**src/rtl/novacore_cfg_pkg.sv**
```systemverilog
`default_nettype none
// ============================================================================
// Module      : novacore_cfg_pkg
// Description : Shared types and default widths for the NovaCORE configuration
//               sequencer (state encoding, host-word layout).
// Revision    : 1.0 - initial release
// ============================================================================
package novacore_cfg_pkg;

    localparam int C_DEF_BUS_W = 58;
    localparam int C_DEF_UID_W = 8;
    localparam int C_DEF_DIM_W = 2;

    typedef enum logic [2:0] {
        ST_IDLE  = 3'd0,
        ST_LOAD  = 3'd1,
        ST_DSW   = 3'd2,
        ST_SETUP = 3'd3,
        ST_HI    = 3'd4,
        ST_LO    = 3'd5,
        ST_DONE  = 3'd6
    } cfg_state_e;

    typedef struct packed {
        logic [C_DEF_BUS_W-1:0] data;
        logic [C_DEF_UID_W-1:0] uid;
        logic [C_DEF_DIM_W-1:0] dim;
        logic                   last;
    } host_word_t;

endpackage
`default_nettype wire

```
**src/rtl/novacore_cfg_halfper_timer.sv**
```systemverilog
`default_nettype none
// ============================================================================
// Module      : novacore_cfg_halfper_timer
// Description : Down-counter reloaded with HALF_PER-1; expire marks the last
//               cycle of a half-period phase.
// Revision    : 1.0 - initial release
// ============================================================================
module novacore_cfg_halfper_timer #(
    parameter int HALF_PER = 2
) (
    input  logic clk,
    input  logic rst_n,
    input  logic load,
    output logic expire
);

    localparam int              C_TW     = (HALF_PER > 1) ? $clog2(HALF_PER) : 1;
    localparam logic [C_TW-1:0] C_RELOAD = C_TW'(HALF_PER - 1);

    logic [C_TW-1:0] r_cnt;

    always_ff @(posedge clk) begin
        if (!rst_n) begin
            r_cnt <= '0;
        end else if (load) begin
            r_cnt <= C_RELOAD;
        end else if (r_cnt != '0) begin
            r_cnt <= r_cnt - C_TW'(1);
        end
    end

    assign expire = (r_cnt == '0);

endmodule
`default_nettype wire

```
**src/rtl/novacore_cfg_sequencer.sv**
```systemverilog
`default_nettype none
// ============================================================================
// Module      : novacore_cfg_sequencer
// Description : Serialises host configuration words onto the NovaCORE fabric
//               configuration port. Optional XOR checksum: NOVACORE_CFG_CHECKSUM_EN.
// Revision    : 1.0 - initial release
// ============================================================================
module novacore_cfg_sequencer
    import novacore_cfg_pkg::*;
#(
    parameter int BUS_W     = C_DEF_BUS_W,
    parameter int UID_W     = C_DEF_UID_W,
    parameter int DIM_W     = C_DEF_DIM_W,
    parameter int NUM_CELLS = 49,
    parameter int HALF_PER  = 2,
    parameter int CNT_W     = 8
) (
    input  logic             clk,
    input  logic             rst_n,
    input  logic             start,
    input  logic             abort,
    input  logic             h_valid,
    output logic             h_ready,
    input  logic [BUS_W-1:0] h_data,
    input  logic [UID_W-1:0] h_uid,
    input  logic [DIM_W-1:0] h_dim,
    input  logic             h_last,
    output logic             mode,
    output logic [BUS_W-1:0] c_bus,
    output logic [UID_W-1:0] c_uid,
    output logic             c_clk,
    output logic [DIM_W-1:0] c_dimension,
    output logic             c_dimswitch,
    output logic             busy,
    output logic             done,
    output logic             err,
`ifdef NOVACORE_CFG_CHECKSUM_EN
    input  logic [BUS_W-1:0] exp_chk,
    output logic             chk_err,
`endif
    output logic [CNT_W-1:0] word_cnt
);

    localparam logic [UID_W-1:0] C_NUM_CELLS = UID_W'(NUM_CELLS);
    localparam logic [CNT_W-1:0] C_CNT_MAX   = '1;

    cfg_state_e r_state;
    cfg_state_e w_nxt;
    logic       r_last;
    logic       w_hs;
    logic       w_bad_uid;
    logic       w_start_ok;
    logic       w_hi_entry;
    logic       w_expire;
    logic       w_tmr_load;

    assign w_hs       = (r_state == ST_LOAD) && h_valid && !abort;
    assign w_bad_uid  = (h_uid >= C_NUM_CELLS);
    assign w_start_ok = (r_state == ST_IDLE) && start && !abort;
    assign w_hi_entry = (r_state == ST_SETUP) && (w_nxt == ST_HI);
    // Every DSW/HI/LO entry restarts the shared half-period timer.
    assign w_tmr_load = (w_nxt != r_state) && (w_nxt inside {ST_DSW, ST_HI, ST_LO});

    novacore_cfg_halfper_timer #(
        .HALF_PER (HALF_PER)
    ) u_timer (
        .clk    (clk),
        .rst_n  (rst_n),
        .load   (w_tmr_load),
        .expire (w_expire)
    );

    always_comb begin
        w_nxt = r_state;
        case (r_state)
            ST_IDLE:  if (start) w_nxt = ST_LOAD;
            ST_LOAD: begin
                if (h_valid) begin
                    if (w_bad_uid)                w_nxt = h_last ? ST_DONE : ST_LOAD;
                    else if (h_dim != c_dimension) w_nxt = ST_DSW;
                    else                          w_nxt = ST_SETUP;
                end
            end
            ST_DSW:   if (w_expire) w_nxt = ST_SETUP;
            ST_SETUP: w_nxt = ST_HI;
            ST_HI:    if (w_expire) w_nxt = ST_LO;
            ST_LO:    if (w_expire) w_nxt = r_last ? ST_DONE : ST_LOAD;
            ST_DONE:  w_nxt = ST_IDLE;
            default:  w_nxt = ST_IDLE;
        endcase
        if (abort) w_nxt = ST_IDLE;
    end

    // Outputs are decoded from the next state so they line up with r_state.
    always_ff @(posedge clk) begin
        if (!rst_n) begin
            r_state     <= ST_IDLE;
            r_last      <= 1'b0;
            mode        <= 1'b1;
            busy        <= 1'b0;
            h_ready     <= 1'b0;
            c_clk       <= 1'b0;
            c_dimswitch <= 1'b0;
            done        <= 1'b0;
            err         <= 1'b0;
            word_cnt    <= '0;
            c_bus       <= '0;
            c_uid       <= '0;
            c_dimension <= '0;
        end else begin
            r_state     <= w_nxt;
            mode        <= (w_nxt == ST_IDLE) || (w_nxt == ST_DONE);
            busy        <= (w_nxt != ST_IDLE);
            h_ready     <= (w_nxt == ST_LOAD);
            c_clk       <= (w_nxt == ST_HI);
            c_dimswitch <= (w_nxt == ST_DSW);
            done        <= (w_nxt == ST_DONE);
            if (w_start_ok) begin
                err      <= 1'b0;
                word_cnt <= '0;
            end
            if (w_hs) begin
                if (w_bad_uid) begin
                    err <= 1'b1;
                end else begin
                    c_bus       <= h_data;
                    c_uid       <= h_uid;
                    c_dimension <= h_dim;
                    r_last      <= h_last;
                end
            end
            if (w_hi_entry && (word_cnt != C_CNT_MAX)) begin
                word_cnt <= word_cnt + CNT_W'(1);
            end
        end
    end

`ifdef NOVACORE_CFG_CHECKSUM_EN
    logic [BUS_W-1:0] r_xor;
    logic [BUS_W-1:0] r_exp;

    always_ff @(posedge clk) begin
        if (!rst_n) begin
            r_xor   <= '0;
            r_exp   <= '0;
            chk_err <= 1'b0;
        end else begin
            if (w_start_ok) begin
                r_xor   <= '0;
                r_exp   <= exp_chk;
                chk_err <= 1'b0;
            end
            if (w_hi_entry) begin
                r_xor <= r_xor ^ c_bus;
            end
            if ((w_nxt == ST_DONE) && (r_state != ST_DONE)) begin
                chk_err <= (r_xor != r_exp);
            end
        end
    end
`endif

endmodule
`default_nettype wire

```
**config.mk**
```make
export PLATFORM = sky130hd
export DESIGN_NAME = novacore_cfg_sequencer
export DESIGN_NICKNAME = d
export VERILOG_FILES = /design/src/rtl/novacore_cfg_pkg.sv /design/src/rtl/novacore_cfg_halfper_timer.sv /design/src/rtl/novacore_cfg_sequencer.sv
export SDC_FILE = /design/constraint.sdc
export NUM_CORES = 1
export LEC_CHECK = 0
export ABC_AREA = 1
export CORE_UTILIZATION = 41
export CTS_CLUSTER_DIAMETER = 150
export DETAILED_ROUTE_END_ITERATION = 8
export GPL_TIMING_DRIVEN = 0
export HOLD_SLACK_MARGIN = 0.1
export PLACE_DENSITY = 0.79
export SLEW_MARGIN = 20
export SYNTH_ARGS = -nofsm -noshare
export SYNTH_HDL_FRONTEND = slang
export SYNTH_SLANG_ARGS = --single-unit
```
**constraint.sdc**
```tcl
create_clock -name clk -period 1.8 [get_ports clk]
set_input_delay 0.36 -clock clk [delete_from_list [all_inputs] [get_ports clk]]
set_output_delay 0.36 -clock clk [all_outputs]
set_load 0.02 [all_outputs]
```
Word level (Yosys, flattened, before mapping)
Index checks and enable logic that the tools add are counted.
{ "classes": {"n_mux": 18, "n_lt_le_gt_ge": 1, "reduce_logical": 15, "n_eq_ne": 13, "n_addsub": 2, "bitwise": 1} }
{ "op_table": {"columns": ["operator", "n"], "rows": [
  ["$mux W3", 9],
  ["$pmux W3 S6", 1],
  ["$mux W8", 2],
  ["$eq A3 B3 Y1 const B", 5],
  ["$eq A3 B2 Y1 const B", 3],
  ["$add A8 B1 Y8 const B", 1],
  ["$ge A8 B6 Y1 const B", 1],
  ["$ne A8 B8 Y1 const B", 1],
  ["$logic_and A1 B1 Y1", 7],
  ["$eq A3 B1 Y1 const B", 2],
  ["$logic_not A3 Y1", 2],
  ["$mux W1", 6],
  ["$reduce_bool A3 Y1", 2],
  ["$ne A3 B3 Y1", 1],
  ["$ne A2 B2 Y1", 1],
  ["$reduce_and A2 Y1", 1],
  ["$reduce_bool A2 Y1", 1],
  ["$logic_not A1 Y1", 1],
  ["$logic_or A1 B1 Y1", 1],
  ["$not A1 Y1", 1],
  ["$sub A1 B1 Y1 const B", 1]
]} }
{ "totals": {"input_bits": 74, "wordCells": 64, "output_inout_bits": 83, "reg_bits": 88} }

Logic depth before layout (Yosys ltp)
{ "depth": {"depth_word": 10, "mapped_depth": 14, "mapped_depth_nobuf": 14} }

Hierarchy
From an unflattened synthesis, not the netlist that was laid out.
{ "unflattened": {"cells_unflattened": 458, "area_unflattened_um2": 3425.8} }
{ "by_module_without_submodules": {"columns": ["mod", "area_per_inst_um2", "instances", "cells_each"], "rows": [
  ["novacore_cfg_sequencer", 3394.5, 1, 454],
  ["novacore_cfg_halfper_timer", 31.3, 1, 4]
]} }

Least setup slack after synthesis
Ideal clock, no wire load.
{ "synth_path": {"path_type": "flip-flop to flip-flop", "startpoint": "reg word_cnt[0]", "endpoint": "reg word_cnt[6]", "setup_time_ns": 0.070, "stages_incl_launch_ff": 10, "arrival_ns": 1.663, "n_path_buf": 0, "slack_ns": 0.067, "path_cell_list": "dfxtp_1 ha_1 nand3_1 inv_1 nand3_1 o21bai_1 nor2_8 inv_2 nand3_1 a21oi_1"} }
{ "synth_between": {"elab_chain_cells": 3} }
{ "synth_lines": {"columns": ["item", "line_no", "source"], "rows": [
  ["from (decl)", "novacore_cfg_sequencer.sv:41", "output logic [CNT_W-1:0] word_cnt"],
  ["from (signal assigned)", "novacore_cfg_sequencer.sv:133", "word_cnt <= word_cnt + CNT_W'(1);"],
  ["branches (longest 3 deep; another with $add A8 B1 Y8)", null, null]
]} }
Several ways; the timed one is not identified.
A chain may end at the register's enable or synchronous reset.

Worst setup path after layout
{ "layout_path": {"startpoint": "reg word_cnt[7]", "endpoint": "out word_cnt[7]"} }
No word-level cell between the ends.

==> results by group <==
Outcome
  – Outcome: complete, no violations

Routing
  – DRT antenna net count: 0
  – Vias: 3597
  – DRT iter0 DRCs: 89
  – Final wirelength: 10.1 mm
  – DRC viols: 0
  – Drt wl/cell: 13.7 um
  – Drt pass-1 iters: 7
  – DR vias/cell: 4.87

Clocking
  – Worst-skew pair later-pin latency: 0.35 ns
  – Clk root buf: clkbuf_8
  – Worst-path clk slew: 0.09 ns
  – CTS Buffer Depth: 2
  – Clk sink count: 88
  – Hold buffer count at CTS: 0
  – H-tree depth: 3
  – CTS tree: yes
  – CTS Buf Count: 9

Global route
  – Initial antenna violation count: 0
  – First-pass GRT wire length: 15.7 mm
  – Maximum number of pins on one net before global-route repair: 16
  – Gr ovfl total: 0
  – Overall routing resource usage: 22.9%
  – Number of global-route vias before repair: 3415

Critical path
  – Total stage count of the critical path: 1
  – Worst EP required: 1.44 ns
  – CP Launch Type: register
  – CP max stage delay: 0.63 ns
  – Crit path buf inv count: 1
  – Reg2Reg Depth: 10
  – CP top delay family: buffers and inverters
  – Crit path max-delay cell type: clkdlybuf4s50_1
  – CP Launch Point: word_cnt[7]
  – Cell Chain, Critical Path: clkdlybuf4s50_1
  – Worst setup EP type: primary output
  – Worst-path fanout max: 5
  – Critical path type: reg2out
  – Crit path DAT: 1.38 ns
  – Worst r2r src: r_state[1]

Placed design
  – DP Area: 5140 um^2
  – Placed wire-length estimate: 7.44 mm
  – Placer Congestion: 0.894
  – Number of port buffers: 155

Die
  – Die area: 8810 um^2
  – Ports: 157
  – Core area: 8180 um^2
  – Die width: 93.8 um
  – Rows: 33
  – Die Height: 93.8 um
  – Initial Utilization: 42.3%

Logic synthesis
  – Most frequent cell after synthesis: nor2_1
  – Top_reg_cell synth: dfxtp_1
  – Post-Syn Area: 3460 um^2
  – Mapped Avg Cell Area: 7.57 um^2
  – Synth top cells by count: 145 x nor2_1, 88 x dfxtp_1, 67 x o21ai_0, 42 x nand2_1, 28 x nand3_1
  – EDFF count, synth: 0
  – Mapped Cells: 457
  – Yosys reg bits: 88
  – Yosys warns: 0
  – Part of the Yosys area used for sequential elements: 50.9%
  – Area leader, netlist: dfxtp_1
  – Post-Synthesis Net Count: 532
  – Post-synth top area share: 50.9%
  – Synth top area cells: dfxtp_1 51%, nor2_1 16%, o21ai_0 9.7%
  – Distinct cells, synth: 31
  – Async set or reset register ratio after synthesis: 0%

STA
  – # setup viols final: 0
  – Fmax: 574 MHz
  – Layout Skew: 0.0102 ns
  – Actual slew at the worst max-slew pin: 0.612 ns
  – Unrepaired setup endpoints after global routing: no
  – Crit path time final: 1.74 ns
  – Final Hold Viols: 0
  – Slew Limit Fails: 0
  – Worst slew margin: 59.2%
  – Worst Hold Slack: 0.442 ns
  – Tcrit/Tclk final: 96.8%

Cells and area
  – Diode count: 0
  – Layout overhead on the synthesized area: 58.7%
  – Share of layout cells above drive strength 1: 9.94%
  – Final #Nets: 705
  – Final instance area: 5490 um^2
  – Fillcell total: 707

Flow run
  – Max Cap Violations: 0

Hold path
  – HP Start: c_uid[6]
  – Hold Crit Class: reg2reg
  – Cell depth of the worst hold path: 2

Pwr
  – Maximum vdd drop: 0.447 mV
  – Leak pwr: 2.42 nW
  – PwrDens: 693 nW/um^2
## cells in the final DEF (no fill, tap or decap), types with 2 or more instances in the layout
master and n:
nand4_1 3, clkbuf_1 9, nor2_1 144, a21oi_1 14
buf_4 5, nor2_2 2, clkbuf_8 9, o21ai_0 67
nor2_4 2, clkbuf_2 6, nand3_1 27, or2_2 3
nand3_2 3, o21ai_1 2, clkinv_4 2, nand2_1 38
nand2_2 6, buf_6 6, bufinv_16 2, nor3_1 2
dfxtp_1 87, dlymetal6s2s_1 5, inv_2 6, clkdlybuf4s50_1 150
inv_1 16
## power breakdown
group          switching [mW]  internal, mW  total (mW)
logic                   0.139         0.197       0.336
clock network           0.714         0.784        1.50
registers              0.0101          1.96        1.97
total                   0.863          2.94        3.81
## cells by family (layout without fill, tap and decap cells)
group	count (synthesis)	in the layout	synth area share [%]
adders and majority gates	1	1	0.362
AOI/OAI and AO/OA	85	85	12.4
DFF	88	88	50.9
xor gates and xnor gates	2	2	0.507
buffers and inverters	45	221	6.44
and+or+nand+nor	236	237	29.3
## worst register-to-register path, delay by kind of cell (launching register included)
kind	cells	cell delay (ns)
simple gates	7	0.69
buf+inv	2	0.17
flops	1	0.51
compound gates	1	0.25
## cell type report
class / instances / area, um^2 / share of cell area, %
plain buffers: 22 / 136 / 2.49
clock buffers: 9 / 124 / 2.26
clock inverters: 6 / 93.8 / 1.71
inverters: 23 / 88.8 / 1.62
multi-input cells: 325 / 1530 / 27.9
flip-flops and latches: 88 / 1760 / 32.1
well taps: 105 / 131 / 2.39
repair buffers: 161 / 1620 / 29.5
## timing repair
item,CTS,global route
resized for setup,0,18
setup endpoints to repair,0,83
buffers inserted,0,6
## sequential cells by signal, summed over array words and instances (netlist names)
register       count
u_timer.r_cnt      1
c_dimswitch        1
word_cnt           8
done               1
c_dimension        2
c_clk              1
c_bus             58
r_state            3
c_uid              8
mode               1
r_last             1
h_ready            1
err                1
busy               1
## through the flow
step	power, mW	util (%)	worst slack (ns)	std cells	setup TNS [ns]
floorplan	2.13	-	0.0666	457	0
global placement	2.34	62.9	-0.309	717	-21.31
detailed placement	2.34	62.9	-0.329	717	-22.28
CTS	3.82	65.5	0.00688	732	0
global route	3.92	67.1	0.00663	739	0
finish	3.81	67.1	0.0568	739	0
## metal layers
layer | wire (um) | GRT usage, % | up-vias
met1 | 3890 | 24.2 | 1623
li1 | - | - | 1822
met5 | 0 | 0 | -
met4 | 226 | 10.1 | 0
met2 | 4950 | 39.0 | 136
met3 | 1040 | 10.2 | 16
## worst paths after layout
| path | end | slack, ns |
|---|---|---|
| setup / recovery | word_cnt[7] | 0.06 |
| hold / removal | c_uid[6] | 0.44 |
| setup reg to reg | mode | 0.12 |
| hold reg to reg | c_uid[6] | 0.44 |
Note: power is estimated with default switching activity, not from simulation.
